--- src/rtl/lvds_frame_rd_sched.sv ---
// Read-side scheduler for the LVDS capture RAM: pops frame descriptors, reads one
// burst per frame past the header, drops runts and emits a framed byte stream.
module lvds_frame_rd_sched #(
    parameter int ADDR_W    = 12,
    parameter int LEN_W     = 15,
    parameter int RAM_LAT   = 2,
    parameter int HDR_BYTES = 14,
    parameter int MIN_BITS  = 48,
    parameter int IFG_CYC   = 8
) (
    input  logic              clk_m_144,
    input  logic              rst_n,
    input  logic              desc_empty,
    input  logic [LEN_W-1:0]  desc_len,
    output logic              desc_rd_en,
    output logic              ram_rden,
    output logic [ADDR_W-1:0] ram_rdaddr,
    input  logic [7:0]        ram_dout,
    output logic [7:0]        dout,
    output logic              dout_vld,
    output logic              dout_sof,
    output logic              dout_eof,
    output logic              busy,
    output logic [15:0]       short_cnt
);

    localparam logic [2:0] S_IDLE  = 3'd0;
    localparam logic [2:0] S_CHECK = 3'd1;
    localparam logic [2:0] S_READ  = 3'd2;
    localparam logic [2:0] S_DRAIN = 3'd3;
    localparam logic [2:0] S_GAP   = 3'd4;

    logic [2:0]         state_r;
    logic [LEN_W-1:0]   len_r;
    logic [7:0]         cnt_r;
    logic [LEN_W-4:0]   nbytes_s;
    logic [ADDR_W-1:0]  last_addr_s;
    logic               drop_s;
    logic               first_s;
    logic               last_s;
    logic [RAM_LAT-1:0] pipe_vld_r;
    logic [RAM_LAT-1:0] pipe_sof_r;
    logic [RAM_LAT-1:0] pipe_eof_r;

    function automatic logic [7:0] bit_rev8(input logic [7:0] b);
        logic [7:0] r;
        for (int i = 0; i < 8; i++) begin
            r[i] = b[7-i];
        end
        return r;
    endfunction

    // Frame geometry and tags for the address currently on the RAM port.
    always_comb begin
        nbytes_s    = len_r[LEN_W-1:3];
        last_addr_s = ADDR_W'(nbytes_s) - {{(ADDR_W-1){1'b0}}, 1'b1};
        drop_s      = (len_r < LEN_W'(MIN_BITS)) || (nbytes_s <= (LEN_W-3)'(HDR_BYTES));
        first_s     = ram_rden && (ram_rdaddr == ADDR_W'(HDR_BYTES));
        last_s      = ram_rden && (ram_rdaddr == last_addr_s);
    end

    // Pop is combinational so it lines up with the FWFT head; held off during reset.
    assign desc_rd_en = rst_n && (state_r == S_IDLE) && !desc_empty;
    assign busy       = (state_r != S_IDLE);

    // Frame sequencing FSM; the RAM address register doubles as the burst counter.
    always_ff @(posedge clk_m_144) begin
        if (!rst_n) begin
            state_r    <= S_IDLE;
            len_r      <= {LEN_W{1'b0}};
            cnt_r      <= 8'd0;
            ram_rden   <= 1'b0;
            ram_rdaddr <= {ADDR_W{1'b0}};
            short_cnt  <= 16'd0;
        end else begin
            case (state_r)
                S_IDLE: begin
                    if (!desc_empty) begin
                        len_r   <= desc_len;
                        state_r <= S_CHECK;
                    end
                end
                S_CHECK: begin
                    if (drop_s) begin
                        if (short_cnt != 16'hFFFF) begin
                            short_cnt <= short_cnt + 16'd1;
                        end
                        state_r <= S_IDLE;
                    end else begin
                        ram_rden   <= 1'b1;
                        ram_rdaddr <= ADDR_W'(HDR_BYTES);
                        state_r    <= S_READ;
                    end
                end
                S_READ: begin
                    if (ram_rdaddr == last_addr_s) begin
                        ram_rden <= 1'b0;
                        cnt_r    <= 8'(RAM_LAT);
                        state_r  <= S_DRAIN;
                    end else begin
                        ram_rdaddr <= ram_rdaddr + {{(ADDR_W-1){1'b0}}, 1'b1};
                    end
                end
                S_DRAIN: begin
                    if (cnt_r == 8'd0) begin
                        cnt_r   <= 8'(IFG_CYC - 1);
                        state_r <= S_GAP;
                    end else begin
                        cnt_r <= cnt_r - 8'd1;
                    end
                end
                S_GAP: begin
                    if (cnt_r == 8'd0) begin
                        state_r <= S_IDLE;
                    end else begin
                        cnt_r <= cnt_r - 8'd1;
                    end
                end
                default: begin
                    ram_rden <= 1'b0;
                    state_r  <= S_IDLE;
                end
            endcase
        end
    end

    // Tag pipeline tracks the RAM latency; output stage registers data with its tags.
    always_ff @(posedge clk_m_144) begin
        if (!rst_n) begin
            pipe_vld_r <= {RAM_LAT{1'b0}};
            pipe_sof_r <= {RAM_LAT{1'b0}};
            pipe_eof_r <= {RAM_LAT{1'b0}};
            dout       <= 8'h00;
            dout_vld   <= 1'b0;
            dout_sof   <= 1'b0;
            dout_eof   <= 1'b0;
        end else begin
            for (int i = RAM_LAT - 1; i > 0; i--) begin
                pipe_vld_r[i] <= pipe_vld_r[i-1];
                pipe_sof_r[i] <= pipe_sof_r[i-1];
                pipe_eof_r[i] <= pipe_eof_r[i-1];
            end
            pipe_vld_r[0] <= ram_rden;
            pipe_sof_r[0] <= first_s;
            pipe_eof_r[0] <= last_s;
            dout_vld      <= pipe_vld_r[RAM_LAT-1];
            dout_sof      <= pipe_vld_r[RAM_LAT-1] && pipe_sof_r[RAM_LAT-1];
            dout_eof      <= pipe_vld_r[RAM_LAT-1] && pipe_eof_r[RAM_LAT-1];
            dout          <= pipe_vld_r[RAM_LAT-1] ? bit_rev8(ram_dout) : 8'h00;
        end
    end

endmodule
--- config.mk ---
export PLATFORM = sky130hd
export DESIGN_NAME = lvds_frame_rd_sched
export DESIGN_NICKNAME = d
export VERILOG_FILES = /design/src/rtl/lvds_frame_rd_sched.sv
export SDC_FILE = /design/constraint.sdc
export NUM_CORES = 1
export LEC_CHECK = 0
export ABC_AREA = 0
export BUFFER_PORTS_ARGS = -buffer_cell sky130_fd_sc_hd__buf_2
export CAP_MARGIN = 20
export CORE_ASPECT_RATIO = 2
export CORE_MARGIN = 2
export CORE_UTILIZATION = 30
export CTS_CLUSTER_SIZE = 10
export DETAILED_ROUTE_END_ITERATION = 6
export GPL_TIMING_DRIVEN = 1
export PLACE_DENSITY = 0.48
export REMOVE_ABC_BUFFERS = 1
export SLEW_MARGIN = 20
export SYNTH_ARGS = -nofsm -noshare
export SYNTH_HDL_FRONTEND = slang
export SYNTH_SLANG_ARGS = --single-unit
--- constraint.sdc ---
create_clock -name clk_m_144 -period 3.1 [get_ports clk_m_144]
set_clock_uncertainty 0.15 [all_clocks]
set_input_delay 0 -clock clk_m_144 [delete_from_list [all_inputs] [get_ports clk_m_144]]
set_output_delay 0 -clock clk_m_144 [all_outputs]
set_load 0.01 [all_outputs]
## After elaboration in Yosys (flattened, before gate mapping)

Cells that the tools add are included.
Widths: inputs -> output; s select.

- Register bits: 72
- Bits of input ports: 26
- Output and inout port bits: 42
- Logic and storage cells: 72

- $add $sub $neg: 4
- $lt $le $gt $ge: 2
- Eq/ne operators: 14
- Mux-type cells: 16
- Bitwise operators: 2
- Reduce and logical (&&, ||, !) cells: 21

Operators with widths:

| cell | count |
|---|---|
| $mux 12 | 2 |
| $mux 8 | 3 |
| $pmux 12 s2 | 1 |
| $pmux 8 s3 | 1 |
| $add 16x1->16 const B | 1 |
| $ne 16x16->1 const B | 1 |
| $lt 15x6->1 const B | 1 |
| $pmux 3 s5 | 1 |
| $ne 2x2->1 const B | 7 |
| $add 12x1->12 const B | 1 |
| $eq 12x12->1 | 1 |
| $eq 12x4->1 const B | 1 |
| $le 12x4->1 const B | 1 |
| $mux 3 | 4 |
| $reduce_and 3->1 | 4 |
| $sub 12x1->12 const B | 1 |
| $logic_not 8->1 | 1 |
| $sub 8x1->8 const B | 1 |
| $eq 3x2->1 const B | 2 |
| $logic_and 1x1->1 | 6 |
| $reduce_bool 3->1 | 2 |
| $reduce_and 2->1 | 2 |
| $reduce_and 4->1 | 1 |
| $eq 3x1->1 const B | 1 |
| 10 further kinds | 12 |

## Depth between registers and ports, before layout

- Depth after elaboration: 4
- Depth in mapped cells: 12
- Depth with buffers taken out: 9

## Worst setup path before layout

Ideal clock, no wire load.

- Kind: register to register
- Start point: register len_r[5]
- End point: register ram_rdaddr[3]
- Setup time: 0.122 ns
- Data arrival time: 2.442 ns
- Required time: 2.828 ns
- Setup slack: 0.386 ns
- Stages on the path, launching flop included: 10
- Path buffers: 2
- Period minus slack after synthesis: 2.714 ns
- Cells stage by stage: dfxtp_1 buf_6 or4_4 or4_1 o22ai_1 o2111ai_1 or2_1 buf_6 a311oi_1 nor2_1

- Longest elaborated chain between the ends: 4
- Elaborated cells on any way between the ends: 8
- Those cells by class: 1 x add/sub; 2 x order compare; 3 x eq/ne; 2 x reduce/logical

RTL lines:

| item | line | source |
|---|---|---|
| from (decl) | 34 | `logic [LEN_W-1:0] len_r;` |
| from (signal assigned) | 70 | `len_r <= {LEN_W{1'b0}};` |
| from (signal assigned) | 79 | `len_r <= desc_len;` |
| $sub 12x1->12, or another cell as far along | 56 | `last_addr_s = ADDR_W'(nbytes_s) - {{(ADDR_W-1){1'b0}}, 1'b1};` |
| $eq 12x12->1 or $logic_or 1x1->1 (tied branches) | 96, 57 |  |
| $ne 2x2->1 (no line) | n/a |  |
| $reduce_and 3->1 (no line) * | n/a |  |
| to (signal assigned) | 73 | `ram_rdaddr <= {ADDR_W{1'b0}};` |
| to (signal assigned) | 91 | `ram_rdaddr <= ADDR_W'(HDR_BYTES);` |
| to (signal assigned) | 101 | `ram_rdaddr <= ram_rdaddr + {{(ADDR_W-1){1'b0}}, 1'b1};` |
| to (decl) | 17 | `output logic [ADDR_W-1:0] ram_rdaddr,` |

Mark *: on every way between the ends. The rest lies on a longest branch, timed or not.
A chain may end at the register's enable or synchronous reset.

## Worst setup path after layout

- Start point: register len_r[3]
- End point: register ram_rdaddr[3]

Same word-level chain as after synthesis.

==> impl.org <==
** Setup path
- Crit-path max FO :: 8
- STA classifies the critical path endpoint as a register.
- WP data arrival :: 2.96 ns
- Worst Path Class, Setup :: reg -> reg
- The largest individual stage delay along the critical path comes from the cell sky130_fd_sc_hd__or4_1.
- Most used cell along the critical path :: sky130_fd_sc_hd__or4_1
- Critical path, cell by cell :: or4_1 -> or4_1 -> o22ai_1 -> o2111ai_2 -> or2_4 -> buf_4 -> a311oi_1 -> nor2_1
- For the worst setup path, the data required time is 3.17 ns.
- The largest single stage delay on the critical path is around 0.57 ns.
- The worst setup path is launched from a register.

** Detailed routing
- Met2 layer wire length in the routed design :: ~5.3 mm
- After detailed routing, the wire length on met1 is about 3.5 mm.
- Wire length after detailed routing :: between 9 and 10 mm
- The highest layer touched by signal routing is met4.
- Routed via count divided by cell count :: slightly below 5
- Final antenna-violating net count :: 0
- After detailed routing, the number of remaining DRC violations is 0.
- The first detailed-routing pass ran for 5 iterations.
- Detailed routing inserted a total of 3,212 vias.
- For this block, the initial DRC count from the detailed router was 120.
- Total met3 wirelength after detailed routing :: approximately 260 um
- In the final routed layout, each cell accounts on average for 14.1 um.

** CTS
- Num CTS Buffers :: 9
- At the later pin of the worst-skew pair, clock insertion delay measures 0.33 ns.
- Post-CTS timing repair inserted 0 buffers for setup.
- CTS HTree Levels :: 3
- After clock tree synthesis, the clock-pin slew on the worst setup and hold paths is around 0.060 ns.
- Root buffer cell :: sky130_fd_sc_hd__clkbuf_16
- Max clock buf depth :: 2
- Clock tree from TritonCTS :: done
- CTS sink count :: just under 70

** Final layout
- In the final layout, the share of cells above drive strength 1 is 21.8%.
- Post-layout util :: 39.9%
- Counting the fill cells in the layout gives about 1,200.
- Post-route cell area :: ~0.0045 sq mm
- Once layout is complete, the cells apart from fillers number 655.
- In the layout the commonest cells are sky130_fd_sc_hd__dfxtp_1, sky130_fd_sc_hd__buf_2, sky130_fd_sc_hd__nand2_1.
- For this run, the post-layout net count is 540.
- Antenna diode count :: 0
- Layout overhead on the synthesized area :: 30.3%
- Most frequent standard cell in the layout excluding fill and tap cells :: sky130_fd_sc_hd__dfxtp_1

** Timing
- After routing, the total negative slack on setup checks comes to 0 ns.
- Final Cycle Share :: between 90% and 100%
- Count of endpoints failing setup in the final report :: 0
- The final hold violation count came to 0.
- Hold is met by approximately 0.28 ns.
- Headroom to the max-slew limit came out at 50.2%.
- Across all setup checks in the final design, the least slack found is 0.210 ns.
- The number of pins with negative max-slew slack in the final report was 0.
- Setup repair after global routing left no endpoint under its margin.
- After layout, the minimum clock period comes to 2.89 ns.
- Slew at the pin closest to its max-slew limit :: about 0.74 ns
- For this run, the top clock speed supported by timing is about 350 MHz.

** Worst hold path
- Worst hold path class :: reg -> reg

** Outcome
- The run finished with clean final reports.

** Run
- Max-cap viol count :: 0

** Floorplan
- In this run the core area contains between 50 and 60 standard-cell rows.
- The core region is 0.0113 sq mm.
- The die is approximately 80 um wide.
- Die Height :: ~160 um
- During I/O placement, the number of pins put on the boundary was roughly 70.
- Initial cell density of the core :: between 30 and 40%
- Die footprint :: between 0.01 and 0.015 sq mm

** Synthesis
- Synthesis inferred 69 register bits.
- Synth Cell Area :: approximately 0.0035 sq mm
- Number of enable flip-flop cells after synthesis :: 0
- Among all flip-flop cells after synthesis, the most frequent one is sky130_fd_sc_hd__dfxtp_1.
- Sorting the synthesized cells by area gives the leading types as sky130_fd_sc_hd__dfxtp_1, sky130_fd_sc_hd__nand2_1, sky130_fd_sc_hd__xnor2_1.
- Synth Warn # :: 0
- Mean cell area of the mapped netlist :: between 8 and 9 sq um
- Top cell type by total area after synthesis :: sky130_fd_sc_hd__dfxtp_1
- Counting every instance in the synthesized netlist gives around 410.
- After synthesis, the share of flip-flops with an asynchronous set or reset is 0%.
- After synthesis, flip-flops and latches occupy between 30 and 40% of the total area.
- After synthesis, the largest area contributor takes up about two fifths of total cell area.
- Count of cell types in the netlist :: just under 60

** Power
- Largest vdd supply drop :: roughly 0.26 mV
- Pwr per Cell Area :: 558 mW/mm^2
- The design draws between 2 and 3 mW.
- Static Leakage :: 1.90 nW

** Global route
- The first global-routing pass estimated roughly 15 mm of wire.
- Entering global routing, the biggest net connects 35 pins.
- Number of global-route vias before repair :: around 3,100
- The number of antenna violations at the first check in global routing is 0.
- Total GRT Usage :: ~16%
- Summed over all layers, the global routing overflow is 0.

** Place
- During placement, the flow inserted port buffers numbering 64.
- Cell area after placement :: 0.00392 sq mm
- HPWL reported at the end of detailed placement :: between 6 and 7 mm
- # placed instances :: just over 600
- Final weighted congestion in routability-driven placement :: 0.852
- Before CTS, the worst setup slack after placement is 0.0705 ns.
kinds of logic (layout without fill, tap and decap cells):
group	after synthesis	in the layout	share of synthesized area, %
AOI/OAI and AO/OA	74	74	14.5
adders and majority gates	6	6	2.17
xor gates and xnor gates	32	32	8.11
and+or+nand+nor	198	198	28.6
buffers and inverters	33	132	6.01
muxes	2	2	0.615
DFF	69	69	40.0
layer usage:
| metal | vias to the layer above | track usage (%) |
|---|---|---|
| met5 | - | 0 |
| met4 | 0 | 6.05 |
| met3 | 10 | 2.78 |
| met2 | 45 | 30.4 |
| met1 | 1520 | 15.9 |
| li1 | 1637 | - |
path summary, 6_finish.rpt:
kind	startpoint	to	slack (ns)	depth (start not counted)
setup / recovery	len_r[3]	ram_rdaddr[3]	0.21	8
hold / removal	pipe_eof_r[0]	pipe_eof_r[1]	0.28	1
hold reg to reg	pipe_eof_r[0]	pipe_eof_r[1]	0.28	1
setup reg to reg	len_r[3]	ram_rdaddr[3]	0.21	8
power breakdown:
part | internal (mW) | switching [mW]
clock | 0.786 | 0.388
sequential | 0.921 | 0.0422
combinational | 0.172 | 0.207
total | 1.88 | 0.637
what timing repair did:
item / 4_1_cts / 5_1_grt
resized for setup: 0 / 4
hold buffers: 23 / 0
hold endpoints to repair: 22 / 0
endpoints found under the setup margin: 0 / 5
synthesized netlist by cell type, types with 2 or more instances:
cell type                  count
sky130_fd_sc_hd__nor2b_1       3
sky130_fd_sc_hd__buf_4         2
sky130_fd_sc_hd__nor4b_1       4
sky130_fd_sc_hd__o21ai_1       2
sky130_fd_sc_hd__and2_1        7
sky130_fd_sc_hd__inv_1        12
sky130_fd_sc_hd__o211ai_1      5
sky130_fd_sc_hd__clkbuf_1      8
sky130_fd_sc_hd__buf_6         6
sky130_fd_sc_hd__nor4_1        8
sky130_fd_sc_hd__nand4_1       9
sky130_fd_sc_hd__xor2_1       12
sky130_fd_sc_hd__a311oi_1      2
sky130_fd_sc_hd__xnor2_1      20
sky130_fd_sc_hd__o21ai_0      10
sky130_fd_sc_hd__dfxtp_1      69
sky130_fd_sc_hd__or4_1         6
sky130_fd_sc_hd__a31oi_1       5
sky130_fd_sc_hd__a21oi_1      22
sky130_fd_sc_hd__nor3_1        9
sky130_fd_sc_hd__o21bai_1      4
sky130_fd_sc_hd__ha_1          6
sky130_fd_sc_hd__o31ai_1       3
sky130_fd_sc_hd__o311ai_0      2
sky130_fd_sc_hd__or3_1         5
sky130_fd_sc_hd__clkbuf_8      3
sky130_fd_sc_hd__nor2_1       45
sky130_fd_sc_hd__and3_1       15
sky130_fd_sc_hd__o22ai_1       5
sky130_fd_sc_hd__or2_2         4
sky130_fd_sc_hd__nand3b_1      3
sky130_fd_sc_hd__nand2_1      57
sky130_fd_sc_hd__nand3_1      15
state kept, by name, indices dropped and copies added (netlist names):
| signal | count |
|---|---|
| short_cnt | 16 |
| pipe_eof_r | 2 |
| len_r | 12 |
| dout_vld | 1 |
| dout_sof | 1 |
| state_r | 3 |
| dout_eof | 1 |
| ram_rden | 1 |
| dout | 8 |
| ram_rdaddr | 12 |
| pipe_vld_r | 2 |
| pipe_sof_r | 2 |
| cnt_r | 8 |
final cells by class:
type	count	area, sq um	area share [%]
multi-input combinational	312	1880	41.8
sequential	69	1380	30.7
timing repair buffer	103	671	14.9
clock buffer	10	229	5.08
tap	142	178	3.94
clock inverter	6	111	2.47
inverter	13	48.8	1.08
worst max-delay path: cells and delay by family (launching register included):
kind            cells  cell delay (ns)
flops               1             0.36
compound gates      3             0.63
buf+inv             1             0.16
simple gates        4             1.47
No activity file was read; power rests on OpenSTA's default activity.
